**src/rtl/tmds_align_dec.sv**
```systemverilog
// ---------------------------------------------------------------------------
// tmds_align_dec
//
// Word aligner and decoder for one TMDS channel. A 10-bit word arrives from
// the deserializer every pixel clock. The block hunts for the word boundary
// by looking for runs of control tokens. If no run shows up within a search
// window, it pulses bitslip so the deserializer moves the boundary by one
// bit. Once a run is found it reports lock. Lock is dropped when no control
// token has been seen for a full window.
//
// Every word is decoded regardless of alignment state. The registered
// outputs enc/dec/ctl/de always lag raw by exactly one clock.
//
// Parameters
//   TOKEN_RUN  : consecutive control tokens that declare lock
//   SEARCH_LEN : window length (cycles) for search timeout and token loss (>= 2)
//   SLIP_WAIT  : idle cycles after each bitslip pulse (>= 1)
//
// Ports
//   clk      in   pixel clock, rising edge
//   rst_n    in   asynchronous active-low reset
//   raw      in   10-bit deserialized word, raw[0] first on the wire
//   relock   in   forces the aligner back into search
//   bitslip  out  one-cycle pulse asking the deserializer to shift by one bit
//   locked   out  word alignment achieved
//   enc      out  registered copy of raw
//   dec      out  decoded data byte (0 for control tokens)
//   ctl      out  most recent control token value
//   de       out  1 = data word, 0 = control token
//   slip_cnt out  bitslips issued since the last lock, wraps 9 -> 0
// ---------------------------------------------------------------------------
module tmds_align_dec #(
   parameter int TOKEN_RUN  = 8,
   parameter int SEARCH_LEN = 1024,
   parameter int SLIP_WAIT  = 4
) (
   input  logic       clk,
   input  logic       rst_n,
   input  logic [9:0] raw,
   input  logic       relock,
   output logic       bitslip,
   output logic       locked,
   output logic [9:0] enc,
   output logic [7:0] dec,
   output logic [1:0] ctl,
   output logic       de,
   output logic [3:0] slip_cnt
);

   localparam int WIN_W  = (SEARCH_LEN > 1) ? $clog2(SEARCH_LEN) : 1;
   localparam int RUN_W  = $clog2(TOKEN_RUN + 1);
   localparam int WAIT_W = (SLIP_WAIT > 1) ? $clog2(SLIP_WAIT) : 1;

   localparam logic [WIN_W-1:0]  WIN_ZERO  = {WIN_W{1'b0}};
   localparam logic [WIN_W-1:0]  WIN_ONE   = WIN_W'(1);
   localparam logic [WIN_W-1:0]  WIN_LAST  = WIN_W'(SEARCH_LEN - 1);
   localparam logic [RUN_W-1:0]  RUN_ZERO  = {RUN_W{1'b0}};
   localparam logic [RUN_W-1:0]  RUN_ONE   = RUN_W'(1);
   localparam logic [RUN_W-1:0]  RUN_FULL  = RUN_W'(TOKEN_RUN);
   localparam logic [RUN_W-1:0]  RUN_PRE   = RUN_W'(TOKEN_RUN - 1);
   localparam logic [WAIT_W-1:0] WAIT_ZERO = {WAIT_W{1'b0}};
   localparam logic [WAIT_W-1:0] WAIT_ONE  = WAIT_W'(1);
   localparam logic [WAIT_W-1:0] WAIT_LAST = WAIT_W'(SLIP_WAIT - 1);

   localparam logic [1:0] ST_SEARCH = 2'd0;
   localparam logic [1:0] ST_SLIP   = 2'd1;
   localparam logic [1:0] ST_WAIT   = 2'd2;
   localparam logic [1:0] ST_LOCKED = 2'd3;

   // TMDS data decode: undo the optional inversion, then the XOR/XNOR chain.
   function automatic logic [7:0] tmds_decode(input logic [9:0] w);
      logic [7:0] d;
      logic [7:0] r;
      d    = w[9] ? ~w[7:0] : w[7:0];
      r    = 8'h00;
      r[0] = d[0];
      for (int i = 1; i < 8; i++) begin
         r[i] = w[8] ? (d[i] ^ d[i-1]) : (d[i] ~^ d[i-1]);
      end
      return r;
   endfunction

   // Control token lookup: {hit, value}.
   function automatic logic [2:0] token_lookup(input logic [9:0] w);
      logic [2:0] t;
      case (w)
         10'b1101010100: t = {1'b1, 2'b00};
         10'b0010101011: t = {1'b1, 2'b01};
         10'b0101010100: t = {1'b1, 2'b10};
         10'b1010101011: t = {1'b1, 2'b11};
         default:        t = {1'b0, 2'b00};
      endcase
      return t;
   endfunction

   logic [1:0]        state_r;
   logic [1:0]        state_next_s;
   logic [WIN_W-1:0]  win_r;
   logic [WIN_W-1:0]  win_next_s;
   logic [RUN_W-1:0]  run_r;
   logic [RUN_W-1:0]  run_next_s;
   logic [RUN_W-1:0]  run_inc_s;
   logic [WAIT_W-1:0] wait_r;
   logic [WAIT_W-1:0] wait_next_s;
   logic [3:0]        slip_cnt_r;
   logic [3:0]        slip_next_s;
   logic [2:0]        tok_s;
   logic              is_token_s;
   logic              lock_hit_s;

   logic              bitslip_r;
   logic              locked_r;
   logic [9:0]        enc_r;
   logic [7:0]        dec_r;
   logic [1:0]        ctl_r;
   logic              de_r;

   assign tok_s      = token_lookup(raw);
   assign is_token_s = tok_s[2];
   assign run_inc_s  = (run_r == RUN_FULL) ? RUN_FULL : (run_r + RUN_ONE);
   // The token in this cycle completes the run, so lock shows up together with
   // the registered copy of that token.
   assign lock_hit_s = is_token_s && (run_r >= RUN_PRE);

   // Next-state and counter logic; relock overrides every state's own rule.
   always_comb begin
      state_next_s = state_r;
      win_next_s   = win_r;
      wait_next_s  = wait_r;
      run_next_s   = is_token_s ? run_inc_s : RUN_ZERO;
      if (relock) begin
         state_next_s = ST_SEARCH;
         win_next_s   = WIN_ZERO;
         wait_next_s  = WAIT_ZERO;
         run_next_s   = RUN_ZERO;
      end else begin
         case (state_r)
            ST_SEARCH: begin
               if (lock_hit_s) begin
                  state_next_s = ST_LOCKED;
                  win_next_s   = WIN_ZERO;
               end else if (win_r == WIN_LAST) begin
                  state_next_s = ST_SLIP;
                  win_next_s   = WIN_ZERO;
                  run_next_s   = RUN_ZERO;
               end else begin
                  win_next_s   = win_r + WIN_ONE;
               end
            end
            ST_SLIP: begin
               state_next_s = ST_WAIT;
               wait_next_s  = WAIT_ZERO;
               win_next_s   = WIN_ZERO;
               run_next_s   = RUN_ZERO;
            end
            ST_WAIT: begin
               // Words arriving while the deserializer settles are ignored.
               win_next_s = WIN_ZERO;
               run_next_s = RUN_ZERO;
               if (wait_r == WAIT_LAST) begin
                  state_next_s = ST_SEARCH;
                  wait_next_s  = WAIT_ZERO;
               end else begin
                  wait_next_s  = wait_r + WAIT_ONE;
               end
            end
            ST_LOCKED: begin
               // Window counts consecutive token-free words.
               if (is_token_s) begin
                  win_next_s = WIN_ZERO;
               end else if (win_r == WIN_LAST) begin
                  state_next_s = ST_SEARCH;
                  win_next_s   = WIN_ZERO;
               end else begin
                  win_next_s   = win_r + WIN_ONE;
               end
            end
            default: begin
               state_next_s = ST_SEARCH;
               win_next_s   = WIN_ZERO;
               wait_next_s  = WAIT_ZERO;
               run_next_s   = RUN_ZERO;
            end
         endcase
      end
   end

   // Slip counter: decimal wrap on each slip, cleared when lock is declared.
   always_comb begin
      slip_next_s = slip_cnt_r;
      if (state_next_s == ST_SLIP) begin
         slip_next_s = (slip_cnt_r == 4'd9) ? 4'd0 : (slip_cnt_r + 4'd1);
      end else if ((state_r == ST_SEARCH) && (state_next_s == ST_LOCKED)) begin
         slip_next_s = 4'd0;
      end else begin
         slip_next_s = slip_cnt_r;
      end
   end

   // Control state, counters and the state-derived outputs.
   always_ff @(posedge clk or negedge rst_n) begin
      if (!rst_n) begin
         state_r    <= ST_SEARCH;
         win_r      <= WIN_ZERO;
         run_r      <= RUN_ZERO;
         wait_r     <= WAIT_ZERO;
         slip_cnt_r <= 4'd0;
         bitslip_r  <= 1'b0;
         locked_r   <= 1'b0;
      end else begin
         state_r    <= state_next_s;
         win_r      <= win_next_s;
         run_r      <= run_next_s;
         wait_r     <= wait_next_s;
         slip_cnt_r <= slip_next_s;
         // The pulse is high exactly during the single SLIP-state cycle.
         bitslip_r  <= (state_next_s == ST_SLIP);
         locked_r   <= (state_next_s == ST_LOCKED);
      end
   end

   // Decode pipeline: one-cycle latency, independent of alignment state.
   always_ff @(posedge clk or negedge rst_n) begin
      if (!rst_n) begin
         enc_r <= 10'd0;
         dec_r <= 8'h00;
         ctl_r <= 2'b00;
         de_r  <= 1'b0;
      end else begin
         enc_r <= raw;
         if (is_token_s) begin
            de_r  <= 1'b0;
            ctl_r <= tok_s[1:0];
            dec_r <= 8'h00;
         end else begin
            de_r  <= 1'b1;
            ctl_r <= ctl_r;
            dec_r <= tmds_decode(raw);
         end
      end
   end

   assign bitslip  = bitslip_r;
   assign locked   = locked_r;
   assign enc      = enc_r;
   assign dec      = dec_r;
   assign ctl      = ctl_r;
   assign de       = de_r;
   assign slip_cnt = slip_cnt_r;

endmodule

```
**config.mk**
```make
export PLATFORM = sky130hd
export DESIGN_NAME = tmds_align_dec
export DESIGN_NICKNAME = d
export VERILOG_FILES = /design/src/rtl/tmds_align_dec.sv
export SDC_FILE = /design/constraint.sdc
export NUM_CORES = 1
export LEC_CHECK = 0
export BUFFER_PORTS_ARGS = -buffer_cell sky130_fd_sc_hd__buf_4
export CAP_MARGIN = 40
export CORE_MARGIN = 5
export CORE_UTILIZATION = 41
export CTS_BUF_LIST = sky130_fd_sc_hd__clkbuf_4 sky130_fd_sc_hd__clkbuf_8 sky130_fd_sc_hd__clkbuf_16
export DETAILED_ROUTE_END_ITERATION = 10
export GPL_ROUTABILITY_DRIVEN = 0
export GPL_TIMING_DRIVEN = 0
export HOLD_SLACK_MARGIN = 0.06
export SKIP_LAST_GASP = 1
export SLEW_MARGIN = 20
export SYNTH_ARGS = -nofsm -noshare
export SYNTH_HDL_FRONTEND = slang
export SYNTH_SLANG_ARGS = --single-unit
```
**constraint.sdc**
```tcl
create_clock -name clk -period 4 [get_ports clk]
set_input_delay 0.2 -clock clk [delete_from_list [all_inputs] [get_ports clk]]
set_output_delay 0.2 -clock clk [all_outputs]
set_load 0.03 [all_outputs]
```
# Word level (Yosys, flattened, before mapping)
# Cells that the tools add are included.
dict set report totals {
  out_inout_bits 27
  in_bits 13
  word_cells 85
  reg_bits 45
}
dict set report op_classes {
  n_lt_le_gt_ge 1
  muxes 35
  bitwise_logic 15
  addsub 4
  reduce_logical 6
  n_eq_ne 13
}
# operator n
set op_table {}
lappend op_table {{2-to-1 mux 10 bit} 4}
lappend op_table {{2-to-1 mux 4 bit} 8}
lappend op_table {{equality test 10 bit (second input constant)} 3}
lappend op_table {{case mux 10 bit (3 select lines)} 1}
lappend op_table {{2-to-1 mux 2 bit} 8}
lappend op_table {{2-to-1 mux 8 bit} 2}
lappend op_table {{case mux 3 bit (4 select lines)} 1}
lappend op_table {{adder 10 x 1 -> 10 bit (second input constant)} 1}
lappend op_table {{equality test 10 x 8 -> 1 bit (second input constant)} 1}
lappend op_table {{equality test 10 x 9 -> 1 bit (second input constant)} 1}
lappend op_table {{adder 4 x 1 -> 4 bit (second input constant)} 2}
lappend op_table {{equality test 2 bit (second input constant)} 4}
lappend op_table {{equality test 4 bit (second input constant)} 2}
lappend op_table {{2-to-1 mux 1 bit} 8}
lappend op_table {{NOT 8 bit} 1}
lappend op_table {{case mux 2 bit (4 select lines)} 1}
lappend op_table {{case mux 4 bit (2 select lines)} 1}
lappend op_table {{bitwise XNOR 1 bit} 7}
lappend op_table {{XOR 1 bit} 7}
lappend op_table {{equality test 2 x 1 -> 1 bit (second input constant)} 2}
lappend op_table {{greater-or-equal comparator 4 x 3 -> 1 bit (second input constant)} 1}
lappend op_table {{case mux 2 bit (2 select lines)} 1}
lappend op_table {{nonzero test 3 bit} 1}
lappend op_table {{adder 2 x 1 -> 2 bit (second input constant)} 1}
lappend op_table {{other kinds (4)} 5}

# Depth between registers and ports, before layout
# Gate-level depths: netlist of the first run.
dict set report depth {
  ltp_word 10
  ltp_mapped 9
  mapped_depth_nobuf 7
}

# Worst setup path before layout of the first run
# OpenSTA, ideal clock, no wires.
dict set report synth_timing {
  path_type {register -> register}
  startpoint {register win_r[0]}
  endpoint {register slip_cnt_r[2], in the netlist slip_cnt[2]}
  synth_period_minus_slack_ns 2.278
  required_time_ns 3.874
  slack_ns 1.722
  path_stages_with_launch 8
  setup_time_ns 0.126
  arrival_time_ns 2.152
  n_path_buf 0
  cell_sequence {dfrtp_1 > ha_1 > and4_1 > and3_2 > o31ai_1 > o31ai_4 > nor2b_4 > a221o_1}
}
dict set report synth_via {
  elab_chain_len 8
  word_cells_on_any_way 12
  classes_between {eq/ne: 3; mux: 7; reduce/logical: 2}
}
# item line
set synth_lines {}
lappend synth_lines {{start: declaration} 98} ;# logic [WIN_W-1:0] win_r;
lappend synth_lines {{start signal: assignment} 212} ;# win_r <= win_next_s;
lappend synth_lines {{equality test 10 bit (*)} {142, 171}}
lappend synth_lines {{2-to-1 mux 2 bit, on equally long branches} {171, 142}}
lappend synth_lines {{2-to-1 mux 2 bit, on equally long branches} {169, 139}}
lappend synth_lines {{case mux 2 bit (4 select lines) (*)} 137} ;# case (state_r)
lappend synth_lines {{2-to-1 mux 2 bit (*)} 131} ;# if (relock) begin
lappend synth_lines {{via state_next_s[0]} 97} ;# logic [1:0] state_next_s;
lappend synth_lines {{equality test 2 bit} 193} ;# end else if ((state_r == ST_SEARCH) && (state_next_s == ST_LOCKED)) begin
lappend synth_lines {{logical AND 1 bit} 193}
lappend synth_lines {{nonzero test 2 bit (no line)} -}
lappend synth_lines {{end signal: assignment} 215} ;# slip_cnt_r <= slip_next_s;
lappend synth_lines {{end: declaration} 105} ;# logic [3:0] slip_cnt_r;
# The timed path passes the listed nets; every way through them passes the cells marked *.
# A chain may end at the register's enable or synchronous reset.

# Final worst setup path of the first run
dict set report layout_timing {
  startpoint {input raw[0]}
  endpoint {register slip_cnt_r[2], in the netlist slip_cnt[2]}
}
dict set report layout_via {
  elab_chain_len 9
  word_cells_on_any_way 15
  classes_between {eq/ne: 6; mux: 6; reduce/logical: 3}
}
# item line
set layout_lines {}
lappend layout_lines {{start: declaration} 39} ;# input logic [9:0] raw,
lappend layout_lines {{equality test 10 bit, or another cell as far along} 86} ;# case (w)
lappend layout_lines {{case mux 3 bit (4 select lines) (*)} 86}
lappend layout_lines {{logical AND 1 bit} 123} ;# assign lock_hit_s = is_token_s && (run_r >= RUN_PRE);
lappend layout_lines {{2-to-1 mux 2 bit} 139} ;# if (lock_hit_s) begin
lappend layout_lines {{case mux 2 bit (4 select lines) (*)} 137}
lappend layout_lines {{2-to-1 mux 2 bit (*)} 131}
lappend layout_lines {{via state_next_s[1]} 97}
lappend layout_lines {{equality test 2 bit} 193}
lappend layout_lines {{logical AND 1 bit} 193}
lappend layout_lines {{nonzero test 2 bit (no line)} -}
# Marks and branches as above.

==> results_dict.tcl, run 1 <==
set metrics [dict create \
    antenna_cells 0 \
    die_x_um 80.5 \
    ys_warn_count 0 \
    syn_area_per_cell_um2 11.0 \
    hold_viol 0 \
    max-vdd-ir-drop_v 0.000200 \
    drt-total-wl_um 3960 \
    synth_edf_count 0 \
    antenna_found_initial 0 \
    syn_area_um2 2040 \
    ys_async_sr_fraction_pct 100 \
    initial_utilization_pct 42.6 \
    core_area_um2 4790 \
    critPathMaxFanout 7 \
    cp_data_arrival_time_ns 2.78 \
    start_kind "input port" \
    cts_setup_buffers 0 \
    viasPerCell 4.66 \
    port_buffers 39 \
    cap_violations 0 \
    area_growth_pct 28.3 \
    drtIter0Drc 65 \
    grt_max_degree 46 \
    power_frac_clock_pct 31.3 \
    place_area_um2 2410 \
    clock_sinks 45 \
    fin_skew_ns 0.00158 \
    maxSlewHeadroom_pct 47.9 \
    dieArea_um2 6480 \
    clk_latency_ns 0.29 \
    dr.pass1.iters 4 \
    combPwrFrac_pct 15.6 \
    synth_nets 204 \
    ctsHoldBuffers 11 \
    setup_tns_ns 0 \
    clockBufferDepth 2 \
    fin_nets 261 \
    synth_cell_type_count 48 \
    fin_cells 309 \
    ys_seq_area_share_pct 55.3 \
    seq_area_um2 1130 \
    overflow 0 \
    cts_made_buffers 5 \
    power_density_nw_per_um2 350 \
    synth_seq_cells 45 \
    p_seq_share_pct 53.0 \
    rsz0062_at_grt "false" \
    design_area_um2 2610 \
    cts_tree "yes" \
    grt_pass1_vias 1448 \
    crit_type "in -> reg" \
    dpl.hpwl_um 2760 \
    die_y_um 80.5 \
    drc_errors 0 \
    layout-drive-gt1-share_pct 25.2 \
    vias 1440 \
    internal-power_mw 0.678 \
    worstSetupEndpointType "flip-flop" \
    drt-wirelength-per-cell_um 12.8 \
    multiInputGateArea_um2 861 \
    report.final.slew_viol_count 0 \
    cp.required_ns 4.18 \
    fin_crit_sh_pct 65.1 \
    top_level_ports 40 \
    hold_class "in -> reg" \
    period_minus_slack_ns 2.60 \
    ant_nets 0 \
    dp.cells 291 \
    grt_usage_pct 14.1 \
    swShare_pct 25.8 \
    p_switching_mw 0.236 \
    status "completed" \
    cts_root_buf "clkbuf_8" \
    nFillCells 432 \
    power.leakage_nw 1.22 \
    tightest_slew_ns 0.775 \
    max_freq_ghz 0.384 \
    setup_viol 0 \
    cts-resized-gates 0 \
    synthCells 185 \
    core.rowCount 25 \
    grt_first_pass_wirelength_um 6980 \
    clk_pin_slew_worst_paths_ns 0.08 \
    ys.flop_type "dfrtp_1" \
    cts.htree.levels 2 \
]
==> power by group through the flow <==
| stage | Clock, mW | Sequential (mW) | Combinational [mW] |
|---|---|---|---|
| floorplan | 0 | 0.534 | 0.0331 |
| global placement | 0 | 0.494 | 0.136 |
| detailed placement | 0 | 0.494 | 0.136 |
| CTS | 0.300 | 0.485 | 0.145 |
| global route | 0.325 | 0.488 | 0.156 |
| finish | 0.287 | 0.485 | 0.143 |
==> layout by cell type (no fill, tap or decap), types with 3 or more instances in the layout <==
master and instances:
a22o_1 3, nor2_1 31, nand3_1 6, or3_1 4, dfrtp_1 45, nand2_1 13, ha_1 6, o21ai_0 4
inv_1 5, dlygate4sd3_1 11, clkbuf_8 6, clkbuf_1 3, xor2_1 7, xnor2_1 14, buf_4 39, a21oi_1 4
==> worst max-delay path, cell delays in order <==
cell,delay [ns]
dlygate4sd3_1,0.54
buf_4,0.16
or4b_4,0.54
or3_1,0.37
buf_6,0.14
a21oi_2,0.15
o221a_2,0.28
nor2b_4,0.07
a221o_1,0.31
==> path summary, 6_finish.rpt <==
check,endpoint,depth (start not counted),from,slack [ns]
worst max-delay path,slip_cnt[2],9,raw[0],1.40
worst min-delay path,wait_r[0],2,relock,0.15
worst max register to register,slip_cnt[2],7,run_r[0],1.40
worst min register to register,win_r[0],1,win_r[0],0.49
max in group asynchronous,enc[9],2,rst_n,3.17
min in group asynchronous,win_r[3],2,rst_n,0.44
==> Yosys cell counts (all sizes together), types with 3 or more instances <==
library cell | count | share of area (%)
ha | 6 | 3.7
a21oi | 5 | 1.4
inv | 6 | 1.1
o21ai | 5 | 1.2
xnor2 | 14 | 6.0
and3 | 3 | 1.2
a22o | 3 | 1.3
nor2 | 31 | 5.7
clkbuf | 3 | 0.55
xor2 | 7 | 3.0
nand3 | 6 | 1.5
or3 | 4 | 1.2
dfrtp | 45 | 55
nand2 | 14 | 2.7
==> metal layers <==
layer,vias to the layer above,GRT usage (%),wire length [µm]
li1,740,-,-
met1,672,19.1,1880
met2,24,20.4,1830
met3,4,5.27,212
met4,0,5.07,40
met5,-,0,0
==> per-stage QoR <==
step                hold WS [ns]  setup WS [ns]  util (%)  power [mW]
floorplan                -0.0956           1.72         -       0.567
global placement           0.239           1.34      50.4       0.630
detailed placement         0.236           1.34      50.4       0.631
CTS                        0.128           1.33      54.6       0.931
global route               0.128           1.14      54.6       0.969
finish                     0.149           1.40      54.6       0.914
==> logic make-up (layout without fill, tap and decap cells) <==
kind of cell	Yosys count	in the layout	share of synthesized area, %
AO/OA/AOI/OAI	23	23	8.78
XOR/XNOR	21	21	9.03
adder cells (fa/ha/maj)	6	6	3.69
buffers and inverters	11	68	2.46
flip-flops	45	45	55.3
multiplexers	2	2	1.04
AND/OR/NAND/NOR	77	77	19.7
==> flip-flops by register name (all words and copies together), names as in the netlist <==
name / count
win_r: 10
wait_r: 2
de: 1
bitslip: 1
slip_cnt: 4
enc: 10
dec: 8
state_r: 2
locked: 1
ctl: 2
run_r: 4
==> layout make-up <==
cell class | count | area share, %
inverters | 6 | 0.862
well taps | 67 | 3.21
multi-input cells | 129 | 32.9
repair buffers | 50 | 15.4
clock buffers | 7 | 3.45
plain buffers | 5 | 1.05
flip-flops and latches | 45 | 43.1
Power figures use the tool's default switching activity.
==> run 2: changes to the inputs <==
Settings changed: ABC_AREA set to 1.
Clock period 4 ns to 2.3 ns, I/O delays scaled along.
==> run 2 against run 1 <==
  * Critical endpoint unchanged
  * Synthesized cell count up 15%
  * Routed wire length shrank 4.6%
  * Core utilization fell by 1.1 points
  * Non-clock buffer count is 3 lower
  * Setup slack worse by 0.76 ns
  * Sequential share of layout area fell by 1.3 points
  * First-iteration DRC count fell by 28%
  * Global-route usage down 0.87 points
  * Critical path depth is 1 higher
==> results_dict.tcl, run 2 <==
set metrics [dict create \
    synth_edf_count 0 \
    layout-drive-gt1-share_pct 27.4 \
    core.rowCount 26 \
    cpPeakStageDelay_ns 0.39 \
    grt_usage_pct 13.2 \
    clk_pin_slew_worst_paths_ns 0.09 \
    grt_first_pass_wirelength_um 6680 \
    critPathBufInv 0 \
    path_cells "ha_1 > nand2_2 > nor2_4 > nand2_2 > nor2_4 > nand4_1 > nand3_1 > nand3_4 > nand2_1 > nand2_1" \
    yosysTopAreaCell "dfrtp_1" \
    die_y_um 81.8 \
    ys_seq_area_share_pct 53.3 \
    fin_crit_sh_pct 72.3 \
    grt_max_degree 46 \
    die_x_um 81.8 \
    report.final.slew_viol_count 0 \
    ant_nets 0 \
    post-synth-top-count-cell "dfrtp_1" \
    cts_root_buf "clkbuf_8" \
    overflow 0 \
    rsz0062_at_grt "false" \
    syn_area_um2 2110 \
    clock_sinks 45 \
    drtIter0Drc 47 \
    timing.rr.start "win_r[0]" \
    vias 1502 \
    synth_cell_type_count 27 \
    final_common_cell "dfrtp_1" \
    core_area_um2 5040 \
    nFillCells 462 \
    grt_pass1_vias 1466 \
    start_kind "flip-flop" \
    hold_path_depth 4 \
    dpl.hpwl_um 2750 \
    power_density_nw_per_um2 684 \
    synth_nets 231 \
    cts.htree.levels 2 \
    final_cell_mix "dfrtp_1 (45), buf_4 (40), nor2_1 (37), nand2_1 (34), inv_1 (22)" \
    ys_async_sr_fraction_pct 100 \
    period_minus_slack_ns 1.66 \
    min_from "relock" \
    ff2ff_path_depth 10 \
    dieArea_um2 6690 \
    viasPerCell 4.42 \
    synthCells 212 \
    status "completed" \
    dr.pass1.iters 4 \
    worstSetupEndpointType "flip-flop" \
    drt-wirelength-per-cell_um 11.1 \
    ys.flop_type "dfrtp_1" \
    ys_warn_count 0 \
    clockBufferDepth 2 \
    fin_nets 288 \
    slowest_stage "dfrtp_1" \
    yosysTopAreaCellShare_pct 53.3 \
    hold_class "in -> reg" \
    fin_skew_ns 0.00239 \
    ys_top_cells_by_area "dfrtp_1 (53%), xor2_1 (7.0%), nor2_1 (6.6%)" \
    critPathMaxFanout 5 \
    initial_utilization_pct 41.9 \
    tightest_slew_ns 0.555 \
    hold_end "state_r[0]" \
    antenna_found_initial 0 \
    clk_latency_ns 0.30 \
    port_buffers 39 \
    cp_data_arrival_time_ns 1.86 \
    max-vdd-ir-drop_v 0.000398 \
    crit_type "reg -> reg" \
    synth_seq_cells 45 \
    syn_area_per_cell_um2 9.97 \
    drt-total-wl_um 3780 \
    cp.required_ns 2.50 \
    drc_errors 0 \
    power.leakage_nw 1.32 \
    max_freq_ghz 0.601 \
    setup_tns_ns 0 \
    cap_violations 0 \
    cts-resized-gates 0 \
    r2r_end "slip_cnt[2]" \
    pre_cts_ws_ns 0.637 \
    rrSetupSlack_ns 0.64 \
    worst_slack_ns 0.637 \
    setup_viol 0 \
    cts_tree "yes" \
    top_level_ports 40 \
    antenna_cells 0 \
    hold_viol 0 \
    maxSlewHeadroom_pct 63.0 \
    crit_cells 10 \
    synthTopCellsByCount "dfrtp_1 (45), nor2_1 (37), nand2_1 (34)" \
    cts_made_buffers 5 \
    cp_top_family "simple AND/OR/NAND/NOR gates" \
    area_growth_pct 27.5 \
]
-- run 2: through the flow --
step | instance area [µm²] | hold WS, ns | util [%] | cells | power (mW)
floorplan | 2110 | -0.181 | - | 212 | 1.19
global placement | 2490 | 0.152 | 49.5 | 321 | 1.36
detailed placement | 2490 | 0.148 | 49.5 | 321 | 1.36
CTS | 2700 | 0.119 | 53.5 | 340 | 1.88
global route | 2700 | 0.154 | 53.5 | 340 | 1.96
finish | 2700 | 0.133 | 53.5 | 340 | 1.84
-- run 2: kinds of logic (layout without fill, tap and decap cells) --
family                     Yosys count  after routing  synth area share [%]
xor gates and xnor gates            21             21                  8.70
buffers and inverters               26             84                  5.15
DFF                                 45             45                  53.3
and+or+nand+nor                    107            107                  26.4
adders and majority gates            6              6                  3.55
AOI/OAI and AO/OA                    7              7                  2.96
-- run 2: worst max path at each step --
stage	end	start	slack, ns
6_report	slip_cnt[2]	win_r[0]	0.64
5_1_grt	slip_cnt[1]	win_r[0]	0.43
4_1_cts	slip_cnt[0]	win_r[0]	0.61
3_5_place_dp	slip_cnt[0]	win_r[0]	0.64
3_3_place_gp	slip_cnt[0]	win_r[0]	0.62
2_1_floorplan	slip_cnt[0]	win_r[0]	0.79
-- run 2: worst min-delay path: cells and delay by family --
kind	cells	cell delay (ns)
compound gates	1	0.06
buf+inv	2	0.14
simple gates	1	0.08
-- run 2: timing repair --
| item | CTS | global route |
|---|---|---|
| endpoints found under the hold margin | 56 | 0 |
| setup buffers | 0 | 0 |
| hold buffers | 11 | 0 |
-- run 2: metal layers --
metal  GRT usage [%]  up-vias  wire (µm)
met3            5.15        6        243
met1            16.5      697       1640
met5               0        -          0
li1                -      774          -
met2            20.2       25       1820
met4            5.98        0         80
-- run 2: layout make-up --
type | instances | area [µm²] | area share [%]
flip-flops and latches | 45 | 1130 | 41.8
multi-input cells | 141 | 880 | 32.6
repair buffers | 50 | 403 | 14.9
inverters | 24 | 90.1 | 3.34
well taps | 70 | 87.6 | 3.25
clock buffers | 5 | 68.8 | 2.55
clock inverters | 3 | 22.5 | 0.835
plain buffers | 2 | 18.8 | 0.696
-- run 2: report_power, final --
group / switching, mW / internal [mW]
Clock: 0.277 / 0.213
Combinational: 0.274 / 0.171
Sequential: 0.0518 / 0.857
